[src/rtl/buffer_pkg.sv]
// Shared types and default widths for the MAC circular slot buffer (read and write sides).
package buffer_pkg;

  typedef enum logic [1:0] {
    IDLE = 2'd0,
    READ = 2'd1,
    HOLD = 2'd2
  } rd_state_t;

  localparam int BUF_WIDTH_DEF  = 2;
  localparam int BUF_SIZE_DEF   = 4;
  localparam int DATA_WIDTH_DEF = 8;

endpackage

[src/rtl/ring_ptr.sv]
// Circular slot pointer: Width-bit address plus a wrap bit that flips on each wrap to zero.
module ring_ptr #(
  parameter int Width = 2
) (
  input  logic             i_clk,
  input  logic             i_rst_n,
  input  logic             i_inc,
  output logic [Width-1:0] o_addr,
  output logic             o_wrap
);

  logic [Width-1:0] r_addr;
  logic             r_wrap;

  always_ff @(posedge i_clk) begin
    if (!i_rst_n) begin
      r_addr <= '0;
      r_wrap <= 1'b0;
    end else if (i_inc) begin
      r_addr <= r_addr + Width'(1);
      if (&r_addr) r_wrap <= ~r_wrap;
    end
  end

  assign o_addr = r_addr;
  assign o_wrap = r_wrap;

endmodule

[src/rtl/buffer_reader.sv]
// Read-side controller for the MAC slot buffer: fetches ready slots and streams them over valid/ready.
// Optional macro RD_CLEAR_EN enables the one-hot Clear pulse for the slot just delivered.
module buffer_reader
  import buffer_pkg::*;
#(
  parameter int BufferWidth = BUF_WIDTH_DEF,
  parameter int BufferSize  = BUF_SIZE_DEF,
  parameter int DataWidth   = DATA_WIDTH_DEF
) (
  input  logic                   Clk,
  input  logic                   Rst_n,
  input  logic [BufferSize-1:0]  Ready,
  output logic [BufferWidth-1:0] R_Addr,
  output logic                   Round,
  output logic                   Rd_En,
  input  logic [DataWidth-1:0]   Rd_Data,
  output logic [DataWidth-1:0]   Out_Data,
  output logic                   Out_Valid,
  input  logic                   Out_Ready,
  output logic [BufferSize-1:0]  Clear
);

  rd_state_t              r_state;
  logic [DataWidth-1:0]   r_out_data;
  logic                   r_out_valid;
  logic [BufferWidth-1:0] w_addr;
  logic                   w_round;
  logic                   w_slot_ready;
  logic                   w_xfer;
  logic                   w_inc;

  assign w_slot_ready = Ready[w_addr];
  assign w_xfer       = r_out_valid & Out_Ready;
  assign w_inc        = (r_state == READ);

  ring_ptr #(
    .Width (BufferWidth)
  ) u_ptr (
    .i_clk   (Clk),
    .i_rst_n (Rst_n),
    .i_inc   (w_inc),
    .o_addr  (w_addr),
    .o_wrap  (w_round)
  );

  // Read strobe is combinational so the RAM samples R_Addr in the same cycle the slot is seen ready.
  always_comb begin
    Rd_En = 1'b0;
    case (r_state)
      IDLE:    Rd_En = w_slot_ready;
      HOLD:    Rd_En = w_xfer & w_slot_ready;
      default: Rd_En = 1'b0;
    endcase
  end

  always_ff @(posedge Clk) begin
    if (!Rst_n) begin
      r_state     <= IDLE;
      r_out_valid <= 1'b0;
      r_out_data  <= '0;
    end else begin
      case (r_state)
        IDLE: if (w_slot_ready) r_state <= READ;
        READ: begin
          r_out_data  <= Rd_Data;
          r_out_valid <= 1'b1;
          r_state     <= HOLD;
        end
        HOLD: if (w_xfer) begin
          r_out_valid <= 1'b0;
          r_state     <= w_slot_ready ? READ : IDLE;
        end
        default: r_state <= IDLE;
      endcase
    end
  end

  assign R_Addr    = w_addr;
  assign Round     = w_round;
  assign Out_Data  = r_out_data;
  assign Out_Valid = r_out_valid;

`ifdef RD_CLEAR_EN
  // The pointer has already advanced past the held word, so its slot is one behind.
  localparam logic [BufferSize-1:0] SLOT_ONE = BufferSize'(1);
  logic [BufferWidth-1:0] w_prev_addr;

  assign w_prev_addr = w_addr - BufferWidth'(1);
  assign Clear       = w_xfer ? (SLOT_ONE << w_prev_addr) : '0;
`else
  assign Clear = '0;
`endif

endmodule

[config.mk]
export PLATFORM = sky130hd
export DESIGN_NAME = buffer_reader
export DESIGN_NICKNAME = d
export VERILOG_FILES = /design/src/rtl/buffer_pkg.sv /design/src/rtl/ring_ptr.sv /design/src/rtl/buffer_reader.sv
export SDC_FILE = /design/constraint.sdc
export NUM_CORES = 1
export LEC_CHECK = 0
export ABC_CLOCK_PERIOD_IN_PS = 1900
export BUFFER_PORTS_ARGS = -buffer_cell sky130_fd_sc_hd__clkbuf_2
export CORE_UTILIZATION = 45
export DETAILED_ROUTE_END_ITERATION = 7
export GPL_TIMING_DRIVEN = 1
export PLACE_DENSITY = 0.77
export SETUP_SLACK_MARGIN = 0.4
export SLEW_MARGIN = 20
export SYNTH_ARGS = -nofsm -noshare
export SYNTH_HDL_FRONTEND = slang
export SYNTH_HIERARCHICAL = 1
export SYNTH_SLANG_ARGS = --single-unit
[constraint.sdc]
create_clock -name Clk -period 1.9 [get_ports Clk]
set_input_delay 0.19 -clock Clk [delete_from_list [all_inputs] [get_ports Clk]]
set_output_delay 0.19 -clock Clk [all_outputs]
set_load 0.02 [all_outputs]
# Word level (Yosys, flattened, before mapping)
# Index checks and enable logic that the tools add are counted.
[totals]
output_inout_bits = 17
ff_bits = 14
[classes]
n_reduce_logical = 5
eq_ne = 4
n_mux = 9
add_sub_neg = 1
n_bitwise = 3
order_cmp = 1
[op_table]
columns = ["op", "n"]
rows = [
  ["$pmux 2 s3", 1],
  ["$mux 2", 2],
  ["$ne 2x2->1 const B", 2],
  ["$pmux 1 s2", 2],
  ["$reduce_and 2->1", 2],
  ["$lt 2x3->1 const B", 1],
  ["$mux 1", 3],
  ["$reduce_and 3->1", 1],
  ["$add 2x1->2 const B", 1],
  ["$and 1x1->1", 2],
  ["$bmux 1 s2", 1],
  ["$eq 2x1->1 const B", 1],
  ["$eq 2x2->1 const B", 1],
  ["$logic_not 2->1", 1],
  ["$reduce_bool 2->1", 1],
  ["$not 1->1", 1],
]

# Depth between registers and ports, before layout
[depth]
ltp_word = 5
depth_mapped = 5

# Hierarchy
# Netlist, hierarchy kept.
[modules_own_cells]
columns = ["module", "instances", "seq_area_each_um2", "area_each_um2", "cells_each"]
rows = [
  ["buffer_reader", 1, 220.2, 480.5, 55],
  ["ring_ptr", 1, 60.1, 123.9, 13],
]

# Worst setup path after synthesis
# Ideal clock, no wire load.
[synth_path]
path_type = "reg2reg"
from = "reg u_ptr.r_addr[0] (netlist: u_ptr/o_addr[0])"
to = "reg r_state[0]"
slack_ns = 0.382
arrival_ns = 1.403
required_ns = 1.785
period_less_slack_ns = 1.518
path_stages_with_launch = 4
path_cell_list = "dfxtp_1 > mux4_2 > nor3b_2 > and2_1"
[synth_between]
elab_chain_cells = 5
elab_cells_between_ends = 7
cone_classes = "eq/ne (1); mux (5); reduce/logical (1)"
[synth_lines]
columns = ["item", "line", "text"]
rows = [
  ["from (decl)", "ring_ptr.sv:12", "logic [Width-1:0] r_addr;"],
  ["from (signal assigned)", "ring_ptr.sv:20", "r_addr <= r_addr + Width'(1);"],
  ["$bmux 1 s2 (*)", "buffer_reader.sv:32", "assign w_slot_ready = Ready[w_addr];"],
  ["$mux 1 (implied by the code) (*)", "buffer_reader.sv:32", ""],
  ["$mux 1", "buffer_reader.sv:71", "r_state <= w_slot_ready ? READ : IDLE;"],
  ["$mux 2", "buffer_reader.sv:69", "HOLD: if (w_xfer) begin"],
  ["$pmux 2 s3", "buffer_reader.sv:62", "case (r_state)"],
  ["to (signal assigned)", "buffer_reader.sv:71", ""],
  ["to (decl)", "buffer_reader.sv:23", "rd_state_t r_state;"],
]
# Every way passes the cells marked *; elsewhere a longest branch is shown, timed or not. The select of a mux whose other input is x is not followed.
# A chain may end at the register's enable or synchronous reset.

# Worst setup path in the final report
[layout_path]
from = "reg u_ptr.r_addr[0] (netlist: u_ptr/o_addr[0])"
to = "out Rd_En"
[layout_between]
elab_chain_cells = 4
[layout_lines]
columns = ["item", "line", "text"]
rows = [
  ["$bmux 1 s2 (*)", "buffer_reader.sv:32", ""],
  ["$mux 1 (implied by the code) (*)", "buffer_reader.sv:32", ""],
  ["$and 1x1->1", "buffer_reader.sv:51", "HOLD: Rd_En = w_xfer & w_slot_ready;"],
  ["$pmux 1 s2 (*)", "buffer_reader.sv:49", "case (r_state)"],
  ["to (decl)", "buffer_reader.sv:15", "output logic Rd_En,"],
]
# Marked as above.

==> results by group <==
Critical path
  – Critical path buffers and inverters: 1
  – Cell chain of the critical path: mux4_2, nor3b_4, clkbuf_8
  – Worst Path Required: 1.71 ns
  – Reg2reg start: u_ptr/o_addr[0]
  – Startpoint types: flip-flop
  – Worst reg2reg path endpoint: r_state[0]
  – Worst reg2reg path depth: 3
  – Cell family with most CP delay: multiplexers
  – Flop2flop setup slack: 0.64 ns
  – Slowest cell on crit path: mux4_2
  – Largest stage delay, worst path: 0.48 ns
  – CP max FO: 2
  – CP endpoint kind: output pin
  – Stages on the worst setup path: 3
  – Arrival time at the worst endpoint: 1.42 ns
  – Critical path class: flip-flop to output pin

Synth
  – Yosys reg bits: 14
  – Mapped Area: 604 um2
  – Syn Inst Count: 68
  – Synthesized area per cell: 8.89 um2
  – Top-area cell type share of the netlist area: 46.4%
  – Seq/Total Area, Yosys: 46.4%
  – Top_reg_cell synth: dfxtp_1
  – Synth area leader: dfxtp_1
  – Top cells by count, synth: 18 x nand2_1, 14 x dfxtp_1, 9 x a21boi_1, 4 x buf_4, 3 x nand2b_1
  – Most frequent cell after synthesis: nand2_1
  – FFs w/ async S/R, synth: 0%
  – Warnings, synthesis: 6
  – Synth unique cells: 22
  – Synth top area cells: dfxtp_1 46%, a21boi_1 11%, nand2_1 11%
  – Number of flops mapped to enable cells by yosys: 0

Place
  – DP Cell Count: 107
  – DP Area: 738 um2
  – Post-detail-place hpwl: 830 um
  – GPL Wtd Cong: 0.628
  – Port Buffers: 27

Clock network
  – CTS sink cnt: 14
  – Clock buffer depth: 2
  – Number of H-tree levels: 1
  – TritonCTS clock tree: done
  – Hold buffer count at CTS: 0
  – Root buf cell: clkbuf_4
  – Clock transition time at the flip-flop clock pins of the worst setup and hold paths: 0.08 ns
  – Total CTS buffers: 3
  – Worst-Skew Late Latency: 0.27 ns

Die
  – Placement row count: 12
  – Die area: 1490 um2
  – Chip Width: 38.6 um
  – Initial core utilization: 51.6%
  – I/O Pins: 32
  – Core area: 1170 um2
  – Die H: 38.6 um

Power and ir drop
  – Leakage power: 0.000371 uW
  – Switch Pwr: 199 uW
  – Internal power: 471 uW
  – Clock share of power: 23.6%
  – Peak supply drop: 0.478 mV
  – PwrDens: 854 nW/um2
  – Logic pwr share: 26.1%
  – Flop pwr share: 50.3%
  – Sw Share: 29.7%

Routing
  – Residual DRC: 0
  – Via count: 527
  – ANT nets after route: 0
  – DRT Pass-1 Iters: 3
  – Final wirelength: 1.09 mm
  – Via density: 4.75
  – Drt wl/cell: 9.84 um
  – DRC marker count from the first detailed-route iteration: 4

GRT
  – GRT Total Usage: 17.4%
  – Global-route wire length before repair: 1.71 mm
  – Vias in the first global route: 435
  – Initial antenna violation count: 0
  – Largest net degree at the start of global routing: 15
  – GRT overflow: 0

Hold path
  – Hold Crit Class: input pin to flip-flop
  – Min-delay src: Rd_Data[0]
  – Min-Delay Endpoint: Out_Data[0]
  – Hold Crit Depth: 3

STA
  – Worst Skew: 0.00415 ns
  – Setup_tns: 0 ns
  – Fin Hold WS: 0.132 ns
  – Final setup vio count: 0
  – FMAX: 621 MHz
  – RSZ-0062 raised after global routing: true
  – Max-slew violation count: 0
  – Fin crit share: 84.7%
  – Fin crit period: 1.61 ns
  – Endpoints failing hold: 0

Job
  – Max cap viols: 0

Outcome
  – Outcome: finished, final reports clean

Cells and area
  – Seq. cell area: 284 um2
  – Finished Layout Cells: 111
  – Layout area overhead: 30.0%
  – Final core occ: 67.1%
  – Finished layout cell area: 786 um2
  – Filler cells: 94
  – Number of nets in the layout: 114
  – # diodes: 0
  – Share of cells above drive strength 1: 39.2%
  – Multi-input gate area: 292 um2
cell usage in the layout, fill, tap and decap left out, types with 2 or more instances in the layout:
| cell type | instances |
|---|---|
| a21boi_1 | 9 |
| buf_4 | 2 |
| dfxtp_1 | 13 |
| a21oi_1 | 2 |
| clkbuf_4 | 3 |
| nor2_1 | 2 |
| conb_1 | 4 |
| nand2b_1 | 3 |
| nand2_1 | 18 |
| clkbuf_2 | 26 |
| inv_1 | 2 |
power by group through the flow:
stage          sequential (uW)  combinational (uW)  clock [uW]
2_1_floorplan              369                87.0           0
3_3_place_gp               345                 153           0
3_5_place_dp               347                 156           0
4_1_cts                    337                 177         165
5_1_grt                    341                 191         179
6_report                   337                 175         158
per-stage QoR:
stage	setup WS [ns]	total power, uW
2_1_floorplan	0.505	456
3_3_place_gp	0.546	498
3_5_place_dp	0.522	502
4_1_cts	0.280	679
5_1_grt	0.252	711
6_report	0.291	671
routing by layer:
| metal | GRT usage, % | up-vias | wire (um) |
|---|---|---|---|
| met5 | 0 | - | 0 |
| met4 | 12.9 | 0 | 14 |
| met3 | 4.05 | 2 | 99 |
| met2 | 28.3 | 23 | 485 |
| met1 | 19.5 | 232 | 493 |
| li1 | - | 270 | - |
worst reg2reg max path: cells and delay by family, from the launching register on:
| family | cells | cell delay, ns |
|---|---|---|
| mux | 1 | 0.48 |
| simple gates | 2 | 0.33 |
| flops | 1 | 0.35 |
cell type report:
cell class | count | area share, %
repair buffers | 29 | 20.2
well taps | 14 | 2.23
flip-flops and latches | 14 | 36.1
clock buffers | 3 | 2.87
inverters | 3 | 1.43
multi-input cells | 48 | 37.1
kinds of logic (layout without fill, tap and decap cells):
logic type	count (synthesis)	count (layout)	synth area share [%]
flops	14	14	46.4
other cells	1	4	0.621
simple gates	27	27	20.7
mux	2	2	5.38
compound gates	14	14	17.2
xor+xnor	1	1	1.45
buf+inv	9	35	8.28
state kept, by name, summed over array words and instances, names as in the netlist:
| signal | cells |
|---|---|
| Out_Data | 8 |
| r_state | 2 |
| u_ptr/o_addr | 2 |
| Out_Valid | 1 |
| u_ptr/o_wrap | 1 |
worst max-delay path by stage:
stage                    start    endpoint
4_1_cts        u_ptr/o_addr[0]       Rd_En
3_3_place_gp   u_ptr/o_addr[0]       Rd_En
2_1_floorplan  u_ptr/o_addr[0]  r_state[0]
3_5_place_dp   u_ptr/o_addr[0]       Rd_En
5_1_grt        u_ptr/o_addr[0]       Rd_En
6_report       u_ptr/o_addr[0]       Rd_En
repair_timing:
item,CTS,global route
setup endpoints to repair,1,1
setup buffers,1,0
endpoints found under the hold margin,0,0
gates resized for setup,4,0
No activity file was read; power rests on OpenSTA's default activity.
